$ cat config.mk
export PLATFORM = sky130hd
export DESIGN_NAME = button_debouncer
export DESIGN_NICKNAME = d
export VERILOG_FILES = /design/src/rtl/button_debouncer.sv
export SDC_FILE = /design/constraint.sdc
export NUM_CORES = 1
export LEC_CHECK = 0
export CAP_MARGIN = 20
export CORE_MARGIN = 10
export CORE_UTILIZATION = 53
export CTS_CLUSTER_SIZE = 30
export DETAILED_ROUTE_END_ITERATION = 8
export GPL_TIMING_DRIVEN = 0
export HOLD_SLACK_MARGIN = 0.05
export PLACE_DENSITY = 0.7
export SYNTH_ARGS = -nofsm -noshare
export SYNTH_HDL_FRONTEND = slang
export SYNTH_SLANG_ARGS = --single-unit
$ cat constraint.sdc
create_clock -name clk -period 2.39 [get_ports clk]
set_input_delay 0.5975 -clock clk [delete_from_list [all_inputs] [get_ports clk]]
set_output_delay 0.5975 -clock clk [all_outputs]
set_load 0.01 [all_outputs]
$ cat src/rtl/button_debouncer.sv
// Push-button conditioner: 2-flop synchroniser, stable-window debounce FSM,
// registered level plus one-cycle pressed/released/long_press pulses.
//
// Ports:
//   clk         system clock
//   rst         asynchronous reset, active low
//   button_raw  raw bouncy button level, active high, asynchronous
//   button_out  debounced level
//   pressed     one-cycle pulse on an accepted 0->1 change
//   released    one-cycle pulse on an accepted 1->0 change
//   long_press  one-cycle pulse once per press after LONG_TICKS held

module button_debouncer #(
  parameter int BOUNCE_TICKS = 120_000,
  parameter int LONG_TICKS   = 12_000_000
) (
  input  logic clk,
  input  logic rst,
  input  logic button_raw,
  output logic button_out,
  output logic pressed,
  output logic released,
  output logic long_press
);

  localparam int DW = $clog2(BOUNCE_TICKS) + 1;
  localparam int HW = $clog2(LONG_TICKS) + 1;

  localparam logic [DW-1:0] DB_LAST   = DW'(BOUNCE_TICKS - 1);
  localparam logic [HW-1:0] HOLD_LAST = HW'(LONG_TICKS - 1);
  localparam logic [HW-1:0] HOLD_MAX  = HW'(LONG_TICKS);

  typedef enum logic [1:0] {
    S_REL     = 2'd0,
    S_MAYBE_P = 2'd1,
    S_PRESS   = 2'd2,
    S_MAYBE_R = 2'd3
  } state_e;

  state_e        state_q;
  logic          sync1_q;
  logic          sync2_q;
  logic [DW-1:0] db_q;
  logic [DW-1:0] db_d;
  logic [HW-1:0] hold_q;
  logic [HW-1:0] hold_d;
  logic          button_q;
  logic          pressed_q;
  logic          released_q;
  logic          long_q;

  // Two-flop synchroniser; only sync2_q is seen by the FSM.
  always_ff @(posedge clk or negedge rst) begin
    if (!rst) begin
      sync1_q <= 1'b0;
      sync2_q <= 1'b0;
    end else begin
      sync1_q <= button_raw;
      sync2_q <= sync1_q;
    end
  end

  // Debounce counter increment and saturating hold counter increment.
  always_comb begin
    db_d   = db_q + DW'(1);
    hold_d = hold_q;
    if (hold_q != HOLD_MAX) begin
      hold_d = hold_q + HW'(1);
    end
  end

  always_ff @(posedge clk or negedge rst) begin
    if (!rst) begin
      state_q    <= S_REL;
      db_q       <= '0;
      hold_q     <= '0;
      button_q   <= 1'b0;
      pressed_q  <= 1'b0;
      released_q <= 1'b0;
      long_q     <= 1'b0;
    end else begin
      pressed_q  <= 1'b0;
      released_q <= 1'b0;
      long_q     <= 1'b0;
      case (state_q)
        S_REL: begin
          button_q <= 1'b0;
          if (sync2_q) begin
            state_q <= S_MAYBE_P;
            db_q    <= '0;
          end
        end
        S_MAYBE_P: begin
          if (!sync2_q) begin
            state_q <= S_REL;
            db_q    <= '0;
          end else if (db_q == DB_LAST) begin
            state_q   <= S_PRESS;
            button_q  <= 1'b1;
            pressed_q <= 1'b1;
            hold_q    <= '0;
          end else begin
            db_q <= db_d;
          end
        end
        S_PRESS: begin
          // Hold time keeps running through release glitches.
          hold_q <= hold_d;
          if (!sync2_q) begin
            state_q <= S_MAYBE_R;
            db_q    <= '0;
          end else if (hold_q == HOLD_LAST) begin
            long_q <= 1'b1;
          end
        end
        S_MAYBE_R: begin
          hold_q <= hold_d;
          if (sync2_q) begin
            state_q <= S_PRESS;
          end else if (db_q == DB_LAST) begin
            state_q    <= S_REL;
            button_q   <= 1'b0;
            released_q <= 1'b1;
          end else begin
            db_q <= db_d;
          end
        end
        default: begin
          state_q  <= S_REL;
          db_q     <= '0;
          hold_q   <= '0;
          button_q <= 1'b0;
        end
      endcase
    end
  end

  assign button_out = button_q;
  assign pressed    = pressed_q;
  assign released   = released_q;
  assign long_press = long_q;

endmodule

# == Word level (Yosys, flattened, before mapping) ==
# Cells that the tools add are included.
# totals
reg_bits,51
latch_bits,0
ram_bits,0
romBits,0
inputBits,3
output_inout_bits,4
elab_cells,64
mem_count,0
# op_classes
n_addsub,2
mul,0
div_mod_pow,0
n_lt_le_gt_ge,0
eq_ne,15
n_shift,0
mux,30
n_bitwise,0
n_reduce_logical,8
# ops
operator,count
$mux 18,5
$mux 25,3
$pmux 18 s4,1
$pmux 25 s2,1
$add 25x1->25 const B,1
$eq 25x24->1 const B,1
$ne 25x24->1 const B,1
$add 18x1->18 const B,1
$eq 18x17->1 const B,1
$mux 1,12
$mux 2,6
$ne 2x2->1 const B,6
$pmux 2 s4,1
$reduce_and 4->1,2
$ne 3x3->1 const B,2
$reduce_and 5->1,1
$eq 2x2->1 const B,2
$pmux 1 s3,1
$reduce_and 3->1,1
$reduce_bool 3->1,1
$eq 2x1->1 const B,1
$logic_not 2->1,1
$ne 2x1->1 const B,1
$reduce_bool 2->1,1
$reduce_or 2->1,1

# == Depth between registers and ports, before layout ==
# depth
depth_word,4
mapped_depth,7
ltp_nobuf,7

# == Worst setup path before layout ==
# OpenSTA, ideal clock, no wires.
# synth_timing
kind,register to register
from,reg db_q[0]
to,reg hold_q[0]
setup_ps,126
t_arrival_ps,1650
required_ps,2264
path_slack_ps,614
stages_incl_launch_ff,8
path_buffers,1
synth_period_minus_slack_ps,1776
cell_sequence,dfrtp_1 -> ha_1 -> and3_1 -> nand3_1 -> or3_1 -> buf_2 -> nand3_1 -> o21ai_1
# synth_via
elab_chain_cells,3
# synth_rtl
item,line_no,source
start: declaration,43,logic [DW-1:0] db_q;
start signal: assignment,75,db_q <= '0;
start signal: assignment,90,db_q <= '0;
start signal: assignment,96,db_q <= '0;
$eq 18x17->1,97,end else if (db_q == DB_LAST) begin
$ne 2x2->1 (no line),-,
$reduce_and 4->1 (no line),-,
end signal: assignment,108,hold_q <= hold_d;
end signal: assignment,117,hold_q <= hold_d;
end: declaration,45,logic [HW-1:0] hold_q;
# No other way between the ends.
# A chain may end at the register's enable or synchronous reset.

# == Worst setup path after layout ==
# layout_timing
from,reg db_q[0]
to,reg hold_q[14]
# The elaborated chain is that of the path after synthesis.

==> key figures <==
Global routing
  • Grt ovf: 0
  • Vias in the first global route: around 2300
  • Largest net degree at the start of global routing: 38
  • First-pass GRT wire length: roughly 11000 microns
  • GRT Total Usage: between 10% and 20%
  • Initial antenna violation count: 0

Synthesis
  • Synth top area cells: dfrtp_1, xor2_1, nor2_1
  • Sequential share of the synthesized area: 45.6%
  • Share of the synthesized area in the top cell type: 45.6%
  • Top post-synthesis cells by count: dfrtp_1, nor2_1, nand2_1
  • Synth Warn #: 0
  • EDFF count, synth: 0
  • Syn nets: roughly 300
  • Top_reg_cell synth: dfrtp_1
  • Count leader, synth: dfrtp_1
  • Post-synth cell types: 46
  • Synthesized area: ~2800 sq um
  • Synthesized flop and latch total: 51
  • Post-synth top area cell: dfrtp_1
  • Cells after synthesis: 300
  • Synthesized area per cell: between 9 and 10 sq um
  • Post-synth ARST share: 100%

Drt
  • Drt via density: around 6
  • Vias: roughly 2300
  • Final wirelength: a little under 6000 microns
  • WL/cell: between 15 and 20 microns
  • Routed Antenna Nets: 0
  • Initial DRC Count: slightly above 100
  • DRC viols: 0
  • Drt pass-1 iters: 4

Setup path
  • Worst setup SP type: flip-flop
  • R2R setup slack: about 0.28 ns
  • CP Capture Type: flip-flop
  • Crit path required time: 2.59 ns
  • Crit Path Max Fanout: 10
  • R2r worst-path depth: 7
  • Worst r2r src: db_q[0]
  • R2r endpoint: hold_q[14]
  • Worst EP arrival: 2.31 ns
  • Critical path endpoint: hold_q[14]
  • Setup crit start: db_q[0]
  • CP Class: reg2reg

Floorplanning
  • Std cell rows: 26
  • Initial Util: a little over half
  • Die ar.: about 8600 sq um
  • Core ar.: around 5100 sq um
  • Die Ht: ~93 microns
  • I/O pin count: 7
  • Die W: roughly 93 microns

Clock tree
  • CTS root buffer: clkbuf_8
  • CTS Sinks: between 50 and 60
  • Clock transition at path regs: roughly 0.10 ns
  • Htree depth: 2
  • Clk Latency, worst-skew pair: 0.30 ns
  • Setup Fix Bufs, Post-CTS: 0
  • TritonCTS clock tree: built
  • Post-CTS Resized: 0
  • Hold buffer count at cts: 0
  • CTS Buf Count: 5
  • Clock buffer depth: 2

Timing
  • Worst slew pin tran: 0.558 ns
  • Slew HR: between 60% and 70%
  • Minimum clock period: approximately 2.1 ns
  • Worst Skew: ~0.012 ns
  • # setup viols final: 0
  • Max Transition Viols Final: 0
  • Hold Fails Final Rpt: 0
  • RSZ-0062 raised after global routing: false
  • Worst setup margin: between 0.2 and 0.3 ns
  • Hold slack: 0.184 ns
  • Period utilisation layout: between 80% and 90%
  • Fmax: 0.473 GHz

Placed design
  • Detailed Place HPWL: ~4300 microns
  • Number of port buffers: 6
  • Placed Area: between 2000 and 3000 sq um
  • Gpl congestion: 0.870
  • Pre-CTS setup slack: about 0.28 ns

Outcome
  • Outcome: completed

Flow run
  • Maxcap violations: 0

Worst hold path
  • Hold Path Class: in2async

Cells and area
  • Layout cell share with drive strength beyond 1: about 7.3%
  • Final instance area: a little over 3000 sq um
  • Fin util: between 50% and 60%
  • Fin nets: 320
  • Area grow syn2layout: 8.99%
  • Fillers: 493
  • Number of inserted diodes: 0

Power and ir drop
  • Pwr dens: between 400 and 500 nW/um^2
  • VDD IR-drop max: approximately 0.00032 V
  • LEAKAGE: between 1 and 1.5 nW
  • Tot Pwr: roughly 1.4 mW
[flip-flops by register name (all words and copies together) (netlist names), named ones only]
| name | count |
|---|---|
| button_out | 1 |
| db_q | 18 |
| sync1_q | 1 |
| hold_q | 25 |
| sync2_q | 1 |
| released | 1 |
| pressed | 1 |
| state_q | 1 |
| long_press | 1 |
[logic make-up (layout without fill, tap and decap cells)]
family / after synthesis / after routing / synth area share, %
AOI/OAI and AO/OA: 41 / 41 / 8.72
xor gates and xnor gates: 28 / 28 / 8.77
adders and majority gates: 3 / 3 / 1.34
buffers and inverters: 17 / 32 / 2.55
DFF: 51 / 51 / 45.6
muxes: 3 / 3 / 1.12
and+or+nand+nor: 157 / 157 / 31.9
[how the worst min path moves through the flow]
stage | from | to | slack (ns)
after floorplan | rst | asynchronous set/reset pin | 0.30
after global placement | sync1_q | sync2_q | 0.33
after detailed placement | sync1_q | sync2_q | 0.35
after CTS | rst | hold_q[13] | 0.19
after global routing | rst | hold_q[13] | 0.19
final | rst | hold_q[5] | 0.18
[final cells by class]
cell class	instances	area [sq um]	share of cell area, %
multi-input cells	232	1450	47.6
inverters	7	26.3	0.862
flip-flops and latches	51	1280	41.9
plain buffers	10	45.0	1.48
repair buffers	7	75.1	2.46
clock buffers	5	68.8	2.26
clock inverters	3	20.0	0.657
well taps	70	87.6	2.87
[worst max-delay path, stage by stage, from the launching register on]
cell	delay [ns]
dfrtp_1	0.40
ha_1	0.21
and3_1	0.27
and3_1	0.28
nand2_1	0.14
nor3_4	0.39
buf_4	0.25
nor2_1	0.07
[power by group]
part | leakage [nW] | internal, mW | total [mW] | switching (mW)
Combinational | 0.551 | 0.0234 | 0.0736 | 0.0502
Sequential | 0.703 | 0.873 | 0.884 | 0.0109
Clock | 0.0402 | 0.204 | 0.488 | 0.284
[through the flow]
step / TNS [ns] / std cells
6_report: 0 / 385
5_1_grt: 0 / 385
4_1_cts: 0 / 385
3_5_place_dp: 0 / 377
3_3_place_gp: -36.89 / 376
2_1_floorplan: 0 / 300
[layer usage]
layer / track usage [%] / share of wire (%)
met1: 17.9 / 45
met2: 25.8 / 50
met3: 2.82 / 3.8
met4: 4.37 / 1.2
met5: 0 / 0
[cell usage in the layout, fill, tap and decap left out, types with 2 or more instances in the layout]
cell and instances:
inv_1 7, and2_1 2, nor3_1 9, nor4b_1 4
or3_1 4, a31oi_1 3, ha_1 3, buf_2 4
nand4bb_1 2, and4bb_2 2, a21o_1 2, clkbuf_8 5
dfrtp_1 51, mux2i_1 2, a21oi_1 12, xor2_1 21
and3_1 9, clkbuf_1 4, o2111ai_1 2, nand3_1 24
nor2b_1 3, o21a_1 2, o21ai_0 6, xnor2_1 7
nor2_1 39, clkinvlp_4 2, nor4_2 2, nand4_1 17
o21ai_1 8, buf_1 2, clkdlybuf4s50_1 5, nand2_1 25
o211ai_1 2, and4_1 6
Note: power is estimated with default switching activity, not from simulation.
